File: config.mk
export PLATFORM = sky130hd
export DESIGN_NAME = dispensador_ctrl
export DESIGN_NICKNAME = d
export VERILOG_FILES = /design/src/rtl/vending_pkg.sv /design/src/rtl/dispensador_ctrl_temporizador.sv /design/src/rtl/dispensador_ctrl.sv
export SDC_FILE = /design/constraint.sdc
export NUM_CORES = 1
export LEC_CHECK = 0
export CAP_MARGIN = 20
export CORE_MARGIN = 2
export CORE_UTILIZATION = 58
export DETAILED_ROUTE_END_ITERATION = 10
export GPL_TIMING_DRIVEN = 0
export PLACE_DENSITY = 0.83
export SLEW_MARGIN = 20
export SYNTH_ARGS = -nofsm -noshare
export SYNTH_HDL_FRONTEND = slang
export SYNTH_SLANG_ARGS = --single-unit
File: constraint.sdc
create_clock -name clk -period 3.7 [get_ports clk]
set_input_delay 0.555 -clock clk [delete_from_list [all_inputs] [get_ports clk]]
set_output_delay 0.555 -clock clk [all_outputs]
set_load 0.05 [all_outputs]
File: src/rtl/vending_pkg.sv
// Encodings and FSM state type shared between the vending FSM and the dispenser controller.
package vending_pkg;

  typedef enum logic [1:0] {
    PROD_NONE = 2'b00,
    PROD_A    = 2'b01,
    PROD_B    = 2'b10,
    PROD_C    = 2'b11
  } prod_t;

  typedef enum logic [2:0] {
    IDLE,
    MOTOR,
    EJECT,
    GAP,
    DONE,
    FAULT
  } state_t;

  localparam int NUM_MOTORS = 3;

  function automatic logic [NUM_MOTORS-1:0] prod_onehot(input logic [1:0] p);
    logic [NUM_MOTORS-1:0] oh;
    oh = '0;
    case (p)
      PROD_A:  oh = 3'b001;
      PROD_B:  oh = 3'b010;
      PROD_C:  oh = 3'b100;
      default: oh = '0;
    endcase
    return oh;
  endfunction

endpackage

File: src/rtl/dispensador_ctrl_temporizador.sv
// Loadable down-counter that stops at zero; tc_o flags the last cycle of a timed phase.
module temporizador #(
  parameter int CNT_W = 5
) (
  input  logic             clk,
  input  logic             rst,
  input  logic             load_i,
  input  logic [CNT_W-1:0] load_val_i,
  output logic             tc_o
);

  logic [CNT_W-1:0] cnt_q;

  always_ff @(posedge clk or posedge rst) begin
    if (rst) begin
      cnt_q <= '0;
    end else if (load_i) begin
      cnt_q <= load_val_i;
    end else if (cnt_q != '0) begin
      cnt_q <= cnt_q - 1'b1;
    end
  end

  assign tc_o = (cnt_q == '0);

endmodule

File: src/rtl/dispensador_ctrl.sv
// Dispenser actuator controller: runs the product motor until drop is sensed, then pulses
// the coin ejector once per change coin. Outputs are registered from the next state.
module dispensador_ctrl
  import vending_pkg::*;
#(
  parameter int MOTOR_TIMEOUT = 16,
  parameter int EJECT_CYCLES  = 4,
  parameter int GAP_CYCLES    = 2,
  parameter int CNT_W         = 5
) (
  input  logic       clk,
  input  logic       rst,
  input  logic [1:0] producto,
  input  logic       listo,
  input  logic [1:0] cambio,
  input  logic       sensor_caida,
  input  logic       borrar_falla,
  output logic [2:0] motor,
  output logic       expulsar,
  output logic       ocupado,
  output logic       entregado,
  output logic       falla
);

  // Phases are timed by loading N-1 on entry and leaving on terminal count.
  localparam logic [CNT_W-1:0] MOTOR_LD = CNT_W'(MOTOR_TIMEOUT - 1);
  localparam logic [CNT_W-1:0] EJECT_LD = CNT_W'(EJECT_CYCLES - 1);
  localparam logic [CNT_W-1:0] GAP_LD   = CNT_W'(GAP_CYCLES - 1);

  state_t     state_q, state_d;
  logic       listo_q;
  logic [1:0] prod_q, prod_d;
  logic [1:0] cambio_q, cambio_d;
  logic [2:0] motor_q, motor_d;
  logic       expulsar_q, expulsar_d;
  logic       ocupado_q, ocupado_d;
  logic       entregado_q, entregado_d;
  logic       falla_q, falla_d;

  logic             start;
  logic             tmr_load;
  logic [CNT_W-1:0] tmr_val;
  logic             tmr_tc;

  assign start = listo & ~listo_q;

  temporizador #(.CNT_W(CNT_W)) u_tmr (
    .clk        (clk),
    .rst        (rst),
    .load_i     (tmr_load),
    .load_val_i (tmr_val),
    .tc_o       (tmr_tc)
  );

  always_comb begin
    state_d  = state_q;
    prod_d   = prod_q;
    cambio_d = cambio_q;
    tmr_load = 1'b0;
    tmr_val  = '0;

    case (state_q)
      IDLE: begin
        if (start) begin
          prod_d   = producto;
          cambio_d = cambio;
          tmr_load = 1'b1;
          if (producto != PROD_NONE) begin
            state_d = MOTOR;
            tmr_val = MOTOR_LD;
          end else if (cambio != 2'd0) begin
            state_d = EJECT;
            tmr_val = EJECT_LD;
          end
        end
      end
      MOTOR: begin
        // Delivery wins over timeout when both land in the final cycle.
        if (sensor_caida) begin
          if (cambio_q != 2'd0) begin
            state_d  = EJECT;
            tmr_load = 1'b1;
            tmr_val  = EJECT_LD;
          end else begin
            state_d = DONE;
          end
        end else if (tmr_tc) begin
          state_d = FAULT;
        end
      end
      EJECT: begin
        if (tmr_tc) begin
          cambio_d = cambio_q - 2'd1;
          if (cambio_d != 2'd0) begin
            state_d  = GAP;
            tmr_load = 1'b1;
            tmr_val  = GAP_LD;
          end else begin
            state_d = DONE;
          end
        end
      end
      GAP: begin
        if (tmr_tc) begin
          state_d  = EJECT;
          tmr_load = 1'b1;
          tmr_val  = EJECT_LD;
        end
      end
      DONE: begin
        state_d = IDLE;
      end
      FAULT: begin
        cambio_d = 2'd0;
        if (borrar_falla) begin
          state_d = IDLE;
        end
      end
      default: begin
        state_d = IDLE;
      end
    endcase

    motor_d     = (state_d == MOTOR) ? prod_onehot(prod_d) : 3'b000;
    expulsar_d  = (state_d == EJECT);
    ocupado_d   = (state_d != IDLE);
    entregado_d = (state_d == DONE);
    falla_d     = (state_d == FAULT);
  end

  always_ff @(posedge clk or posedge rst) begin
    if (rst) begin
      state_q     <= IDLE;
      listo_q     <= 1'b0;
      prod_q      <= 2'd0;
      cambio_q    <= 2'd0;
      motor_q     <= 3'b000;
      expulsar_q  <= 1'b0;
      ocupado_q   <= 1'b0;
      entregado_q <= 1'b0;
      falla_q     <= 1'b0;
    end else begin
      state_q     <= state_d;
      listo_q     <= listo;
      prod_q      <= prod_d;
      cambio_q    <= cambio_d;
      motor_q     <= motor_d;
      expulsar_q  <= expulsar_d;
      ocupado_q   <= ocupado_d;
      entregado_q <= entregado_d;
      falla_q     <= falla_d;
    end
  end

  assign motor     = motor_q;
  assign expulsar  = expulsar_q;
  assign ocupado   = ocupado_q;
  assign entregado = entregado_q;
  assign falla     = falla_q;

endmodule

## Word-level counts from Yosys, hierarchy flattened

Cells that the tools add are included.

| storage, ports and cells | value |
|---|---|
| register bits after elaboration | 20 |
| logic and storage cells | 74 |

| cells by class | value |
|---|---|
| add/subtract/negate cells | 2 |
| equal/unequal tests | 13 |
| multiplexer cells | 36 |
| bitwise logic cells | 2 |
| reduce and logical (&&, ||, !) cells | 11 |

Operator list:

| operator | number |
|---|---|
| $mux 3 | 11 |
| $mux 2 | 8 |
| $pmux 4 s4 | 1 |
| $pmux 3 s5 | 1 |
| $mux 5 | 2 |
| $reduce_bool 2->1 | 5 |
| $eq 3x2->1 const B | 3 |
| $eq 3x3->1 const B | 3 |
| $pmux 3 s3 | 1 |
| $mux 1 | 8 |
| $mux 4 | 2 |
| $eq 3x1->1 const B | 2 |
| $pmux 2 s3 | 1 |
| $reduce_bool 3->1 | 2 |
| $logic_not 5->1 | 1 |
| $reduce_bool 5->1 | 1 |
| $sub 5x1->5 const B | 1 |
| $eq 2x2->1 const B | 2 |
| $ne 2x2->1 const B | 2 |
| $pmux 1 s4 | 1 |
| $logic_not 3->1 | 1 |
| $reduce_and 3->1 | 1 |
| $eq 2x1->1 const B | 1 |
| $sub 2x1->2 const B | 1 |
| 2 further kinds | 2 |

## Depth between registers and ports, before layout

Gate-level depths: netlist of the first run.

| depth | value |
|---|---|
| word-level depth | 7 |
| mapped depth | 7 |
| depth with buffers taken out | 7 |

## Hierarchy

From an unflattened synthesis of the first run, not the netlist that was laid out.

| second synthesis, totals | value |
|---|---|
| cell total of the unflattened synthesis | 114 |
| area total of the unflattened synthesis | 1241.2 um^2 |

By module, submodules not included:

| module | instances | cells each | area an instance (um^2) |
|---|---|---|---|
| dispensador_ctrl | 1 | 86 | 958.4 |
| temporizador | 1 | 28 | 282.8 |

## Worst setup path after synthesis of the first run

Ideal clock, no wire load.

| path | value |
|---|---|
| kind | input to register |
| from | in listo |
| to | reg cambio_q[1] |
| library setup time | 0.125 ns |
| arrival time | 1.815 ns |
| setup slack | 1.760 ns |
| cell stages on the path | 5 |
| buffers on the path | 1 |
| cells stage by stage | or4b_4 buf_6 o21ai_0 a22o_1 mux2_2 |

| on the way | value |
|---|---|
| word-level cells in the longest chain between the ends | 3 |

Ends and longest elaborated chain:

| element | line | RTL |
|---|---|---|
| from (decl) | dispensador_ctrl.sv:14 | `input logic listo,` |
| $and 1x1->1 | dispensador_ctrl.sv:45 | `assign start = listo & ~listo_q;` |
| $ne 2x2->1 (no source line) | - |  |
| $reduce_and 3->1 (no source line) | - |  |
| to (signal assigned) | dispensador_ctrl.sv:146 | `cambio_q <= cambio_d;` |
| to (decl) | dispensador_ctrl.sv:33 | `logic [1:0] cambio_q, cambio_d;` |

Every way passes these cells.
A chain may end at the register's enable or synchronous reset.

## Final worst setup path of the first run

| path | value |
|---|---|
| from | reg u_tmr.cnt_q[0] |
| to | reg motor_q[2], in the netlist motor[2] |

| on the way | value |
|---|---|
| word-level cells in the longest chain between the ends | 6 |

Ends and longest elaborated chain:

| element | line | RTL |
|---|---|---|
| from (decl) | dispensador_ctrl_temporizador.sv:12 | `logic [CNT_W-1:0] cnt_q;` |
| from (signal assigned) | dispensador_ctrl_temporizador.sv:18 | `cnt_q <= load_val_i;` |
| from (signal assigned) | dispensador_ctrl_temporizador.sv:20 | `cnt_q <= cnt_q - 1'b1;` |
| $logic_not 5->1 * | dispensador_ctrl_temporizador.sv:24 | `assign tc_o = (cnt_q == '0);` |
| $mux 3 | dispensador_ctrl.sv:87 | `end else if (tmr_tc) begin` |
| $mux 3 | dispensador_ctrl.sv:79 | `if (sensor_caida) begin` |
| $pmux 3 s5 * | dispensador_ctrl.sv:62 | `case (state_q)` |
| $eq 3x1->1 * | dispensador_ctrl.sv:124 | `motor_d = (state_d == MOTOR) ? prod_onehot(prod_d) : 3'b000;` |
| $mux 3 * | dispensador_ctrl.sv:124 |  |
| via motor_d[2] | dispensador_ctrl.sv:34 | `logic [2:0] motor_q, motor_d;` |
| to (signal assigned) | dispensador_ctrl.sv:147 | `motor_q <= motor_d;` |
| to (decl) | dispensador_ctrl.sv:34 |  |

Mark *: on every way through the listed nets, which the timed path passes. The rest lies on a longest branch.

==> flow_summary_export.csv, run 1 <==
group,metric,value,unit
grt,antenna_found_initial,0,
synth,syn-num-nets,138,
final_layout,seq_area,500,um^2
routing,drt_pass1_iterations,4,
routing,drcViolationCount,0,
die,coreArea,0.00198,mm^2
synth,syn_avg_cell_area,9.87,um^2
timing,finalMaxSlewViolations,0,
grt,grt_pass1_vias,1028,
timing,setup_viol,0,
synth,netlist.area_leader.share,0.406,
timing,rsz0062_at_grt,"false",
cts,cts_inserted_buffers,3,
run,maxCapViolations,0,
grt,grt_max_degree,21,
power,power_density,787,mW/mm^2
critical_path,startpoint_type,"flop",
final_layout,fin_area,0.00147,mm^2
critical_path,path_max_fanout,7,
routing,drt_wl_total,2600,um
synth,synth_edf_count,0,
cts,insertion_delay,0.31,ns
synth,ys_warn_count,0,
critical_path,cp.required,3.89,ns
grt,grt_pass1_wl,4560,um
synth,async_reset_ff_frac,1.00,
power,peakVddDrop,0.492,mV
timing,worstMarginPinSlew,0.722,ns
cts,cts_post_setup_buffers_inserted,0,
synth,syn_area,0.00123,mm^2
cts,clock_path_buffers,2,
routing,drt_first_iter_violations,44,
grt,grt.overflow.total,0,
timing,hold_violations,0,
status,status,"finished clean",
die,initial_core_util,0.622,
routing,via_per_inst,6.20,
die,fp.dieH,50.1,um
cts,cts_root_buf,"clkbuf_4",
synth,synthTopCellsByArea,"dfrtp_1 (41%), ha_1 (4.1%), inv_1 (4.0%)",
synth,synth_top_cell_by_area,"dfrtp_1",
power,power.leakage,0.621,nW
routing,vias,1060,
cts,cts.sinks,20,
synth,synth_seq_area_share,0.406,
cts,htree_levels,1,
cts,clkTransAtPathRegs,0.12,ns
final_layout,antenna_cells,0,
cts,post_cts_resize_count,0,
timing,finClkSkew,0.00637,ns
timing,tns,0,ns
routing,ant_nets,0,
final_layout,multiInputGateArea,638,um^2
synth,ys_top_cells_by_count,"dfrtp_1 (20), inv_1 (13), nor2_1 (8), o21ai_0 (8)",
critical_path,crit_path_end_kind,"flop",
critical_path,worstPathArrival,2.44,ns
die,io_pins,16,
min_path,hold_class,"flop to flop",
placement,post_dp_cell_area,0.00142,mm^2
timing,fmax,0.443,GHz
timing,timing.final.crit_period,2.26,ns
routing,wl_per_cell,15.2,um
grt,grt_usage,0.241,
die,fp-row-count,16,
synth,yosysUniqueCellTypes,46,
critical_path,critical_path_class,"flop to flop",
synth,syn_inst,125,
placement,place_hpwl,1990,um
synth,ys_ff_latch,20,
final_layout,drive_gt1_frac,0.118,
die,dieArea,0.00251,mm^2
synth,ys.flop_type,"dfrtp_1",
cts,cts_tree,"built",
synth,synth_most_common_cell,"dfrtp_1",
die,die_w,50.1,um
placement,port-buffer-count,15,
final_layout,nets,158,
cts,cts-hold-fix-buffers,0,
final_layout,fillers,137,
timing,slew-limit-headroom,0.518,
final_layout,area_growth_syn_to_layout,19.2,%
timing,post-route-period-util,0.610,
placement,gp_congestion,0.881,
worst paths after layout:
check | slack (ns) | cells after the start | to | start
min in group asynchronous | 0.65 | 2 | u_tmr.cnt_q[0] | rst
setup reg to reg | 1.44 | 6 | motor[2] | u_tmr.cnt_q[0]
setup / recovery | 1.44 | 6 | motor[2] | u_tmr.cnt_q[0]
max in group asynchronous | 2.60 | 2 | expulsar | rst
hold / removal | 0.53 | 1 | cambio_q[1] | cambio_q[1]
hold reg to reg | 0.53 | 1 | cambio_q[1] | cambio_q[1]
power breakdown:
part,switching (mW),internal (mW)
clock network,0.0711,0.110
logic,0.360,0.266
registers,0.0529,0.297
total,0.484,0.673
metrics by stage:
step | utilization | hold WS (ns) | worst slack [ns] | power [mW] | cells
after floorplan | - | 0.481 | 1.76 | 0.822 | 125
after global placement | 0.715 | 0.493 | 1.21 | 0.945 | 167
after detailed placement | 0.715 | 0.508 | 1.17 | 0.976 | 167
after CTS | 0.742 | 0.535 | 1.44 | 1.16 | 171
after global routing | 0.742 | 0.552 | 1.26 | 1.25 | 171
final | 0.742 | 0.527 | 1.44 | 1.16 | 171
critical path: stages, from the launching register on:
cell,delay [ns]
dfrtp_1,0.40
inv_1,0.12
ha_1,0.22
or4b_4,0.52
o32ai_2,0.28
a211oi_2,0.18
nor4_1,0.41
cell usage in the layout, fill, tap and decap left out, drive strengths merged, types with 2 or more instances in the layout:
master	synthesis	routed
o211ai	2	2
o21a	2	2
clkbuf	1	4
or4b	2	2
a41oi	3	3
ha	4	4
clkdlybuf4s50	0	15
nor3	6	6
dfrtp	20	20
or3	2	2
nand2b	3	3
o21ai	8	8
nor2	8	8
a21boi	2	2
o2111ai	2	2
a21oi	6	6
o221ai	2	2
xor2	2	2
inv	13	13
a211oi	3	3
nand2	6	6
buf	5	5
nor4	3	3
state kept, by name, indices dropped and copies added, names as in the netlist:
name,cells
listo_q,1
ocupado,1
state_q,3
prod_q,2
falla,1
expulsar,1
u_tmr.cnt_q,5
entregado,1
cambio_q,2
motor,3
cell families (layout without fill, tap and decap cells):
family	Yosys count	in the layout	share of synthesized area
muxes	1	1	0.00913
DFF	20	20	0.406
xor gates and xnor gates	3	3	0.0213
and+or+nand+nor	39	39	0.214
adders and majority gates	4	4	0.0406
AOI/OAI and AO/OA	39	39	0.232
buffers and inverters	19	38	0.0771
final cells by class:
type	instances	area share
Sequential cell	20	0.340
Inverter	13	0.0332
Multi-Input combinational cell	86	0.434
Clock inverter	1	0.0204
Timing Repair Buffer	15	0.102
Clock buffer	3	0.0153
Tap cell	27	0.0230
Buffer	6	0.0315
per-layer routing:
metal	GRT usage	routed length, um
met5	0	0
met4	0.116	68
met3	0.0455	123
met2	0.408	1340
met1	0.292	1070
Note: power is estimated with default switching activity, not from simulation.
==> run 2, diff against run 1 <==
CORE_UTILIZATION = 54   (was 58)
PLACE_DENSITY = 0.78   (was 0.83)
clock period = 2.3 ns   (was 3.7 ns; I/O delays follow)
==> flow_summary_export.csv, run 2 (synthesized netlist as in run 1, its figures left out) <==
group,metric,value,unit
status,status,"finished clean",
timing,worstMarginPinSlew,0.747,ns
grt,grt_usage,0.234,
critical_path,cpLargestDelayFamily,"simple AND/OR/NAND/NOR gates",
timing,hold_violations,0,
die,fp-row-count,17,
final_layout,drive_gt1_frac,0.142,
min_path,hold_class,"input pin to async pin",
critical_path,path_cells,"inv_1 > ha_1 > or4b_4 > o32ai_2 > a211oi_2 > nor4_1",
final_layout,fin_area,0.00150,mm^2
die,dieArea,0.00268,mm^2
final_layout,top_register,"u_tmr.cnt_q",
run,maxCapViolations,0,
critical_path,crit_cells,6,
routing,drt_pass1_iterations,4,
cts,cts-hold-fix-buffers,0,
critical_path,critical_path_class,"flop to flop",
final_layout,antenna_cells,0,
routing,vias,1035,
cts,htree_levels,1,
routing,drt_wl_total,2740,um
cts,cts_root_buf,"clkbuf_4",
grt,antenna_found_initial,0,
critical_path,cp_slowest_stage_delay,0.52,ns
cts,insertion_delay,0.31,ns
cts,cts_inserted_buffers,3,
critical_path,crit_end,"motor[2]",
routing,via_per_inst,5.88,
critical_path,startpoint,"u_tmr.cnt_q[0]",
placement,place_hpwl,2050,um
cts,post_cts_resize_count,0,
final_layout,final_common_cell,"dfrtp_1",
cts,cts.sinks,20,
timing,finalMaxSlewViolations,0,
timing,slew-limit-headroom,0.502,
power,peakVddDrop,0.733,mV
cts,cts_tree,"built",
routing,drcViolationCount,0,
final_layout,area_growth_syn_to_layout,21.7,%
grt,grt.overflow.total,0,
power,p_total,1.88,mW
critical_path,r2r-start,"u_tmr.cnt_q[0]",
die,die_w,51.8,um
die,io_pins,16,
final_layout,nets,162,
cts,cts_post_setup_buffers_inserted,0,
final_layout,largest_register_ffs,5,
final_layout,final_cell_mix,"dfrtp_1 (20), clkdlybuf4s50_1 (15), inv_1 (13)",
timing,finClkSkew,0.00798,ns
die,initial_core_util,0.563,
grt,grt_pass1_wl,4530,um
cts,clock_path_buffers,2,
grt,grt_max_degree,21,
critical_path,ff2ff_path_depth,6,
critical_path,startpoint_type,"flop",
critical_path,critical_path_buf_inv_count,1,
die,coreArea,0.00219,mm^2
routing,drt_first_iter_violations,33,
routing,ant_nets,0,
final_layout,fin_util,0.685,
critical_path,worst_r2r_endpoint,"motor[2]",
power,power.leakage,0.642,nW
placement,port-buffer-count,15,
placement,post_dp_cell_area,0.00142,mm^2
grt,grt_pass1_vias,1042,
timing,tns,0,ns
timing,post-route-period-util,0.957,
placement,gp_congestion,0.870,
timing,timing.final.crit_period,2.20,ns
critical_path,worstPathArrival,2.39,ns
routing,wl_per_cell,15.6,um
die,fp.dieH,51.8,um
cts,clkTransAtPathRegs,0.13,ns
critical_path,crit_path_end_kind,"flop",
critical_path,slowest_stage,"or4b_4",
power,power_density,1250,mW/mm^2
timing,rsz0062_at_grt,"false",
timing,setup_viol,0,
timing,fmax,0.454,GHz
critical_path,path_max_fanout,7,
critical_path,r2r_setup_slack,0.1,ns
critical_path,cp.required,2.49,ns
-- run 2: cell count changes in the layout (fill, tap and decap cells not counted), sizes merged --
cell | before | now
buf | 5 | 9
-- run 2: metal layers --
layer,vias to the layer above,track usage,part of all wire
li1,509,-,-
met4,0,0.149,0.028
met1,500,0.265,0.44
met5,-,0,0
met3,8,0.0402,0.021
met2,18,0.404,0.51
-- run 2: through the flow --
stage                     std cells  setup WS, ns  hold slack, ns
after detailed placement        168       -0.0138           0.514
after global routing            176        0.0283           0.504
after CTS                       172         0.101           0.485
final                           176        0.0998           0.451
after global placement          168        0.0172           0.493
after floorplan                 125         0.374           0.309
-- run 2: how the worst min path moves through the flow --
stage | end | slack, ns
final | u_tmr.cnt_q[4] | 0.45
after global routing | listo_q | 0.50
after CTS | u_tmr.cnt_q[4] | 0.49
after detailed placement | cambio_q[1] | 0.51
after global placement | cambio_q[1] | 0.49
after floorplan | cambio_q[0] | 0.31
-- run 2: cell type report --
cell class / count / area [um^2]
fillers: 173 / 689
clock buffers: 3 / 22.5
multi-input cells: 86 / 638
well taps: 28 / 35.0
clock inverters: 1 / 30.0
plain buffers: 6 / 46.3
inverters: 13 / 48.8
repair buffers: 19 / 180
flip-flops and latches: 20 / 500
-- run 2: where the power goes --
group          switching, mW  internal, mW  total [mW]
combinational          0.573         0.450        1.02
sequential            0.0867         0.477       0.564
clock                  0.119         0.176       0.295
total                  0.779          1.10        1.88
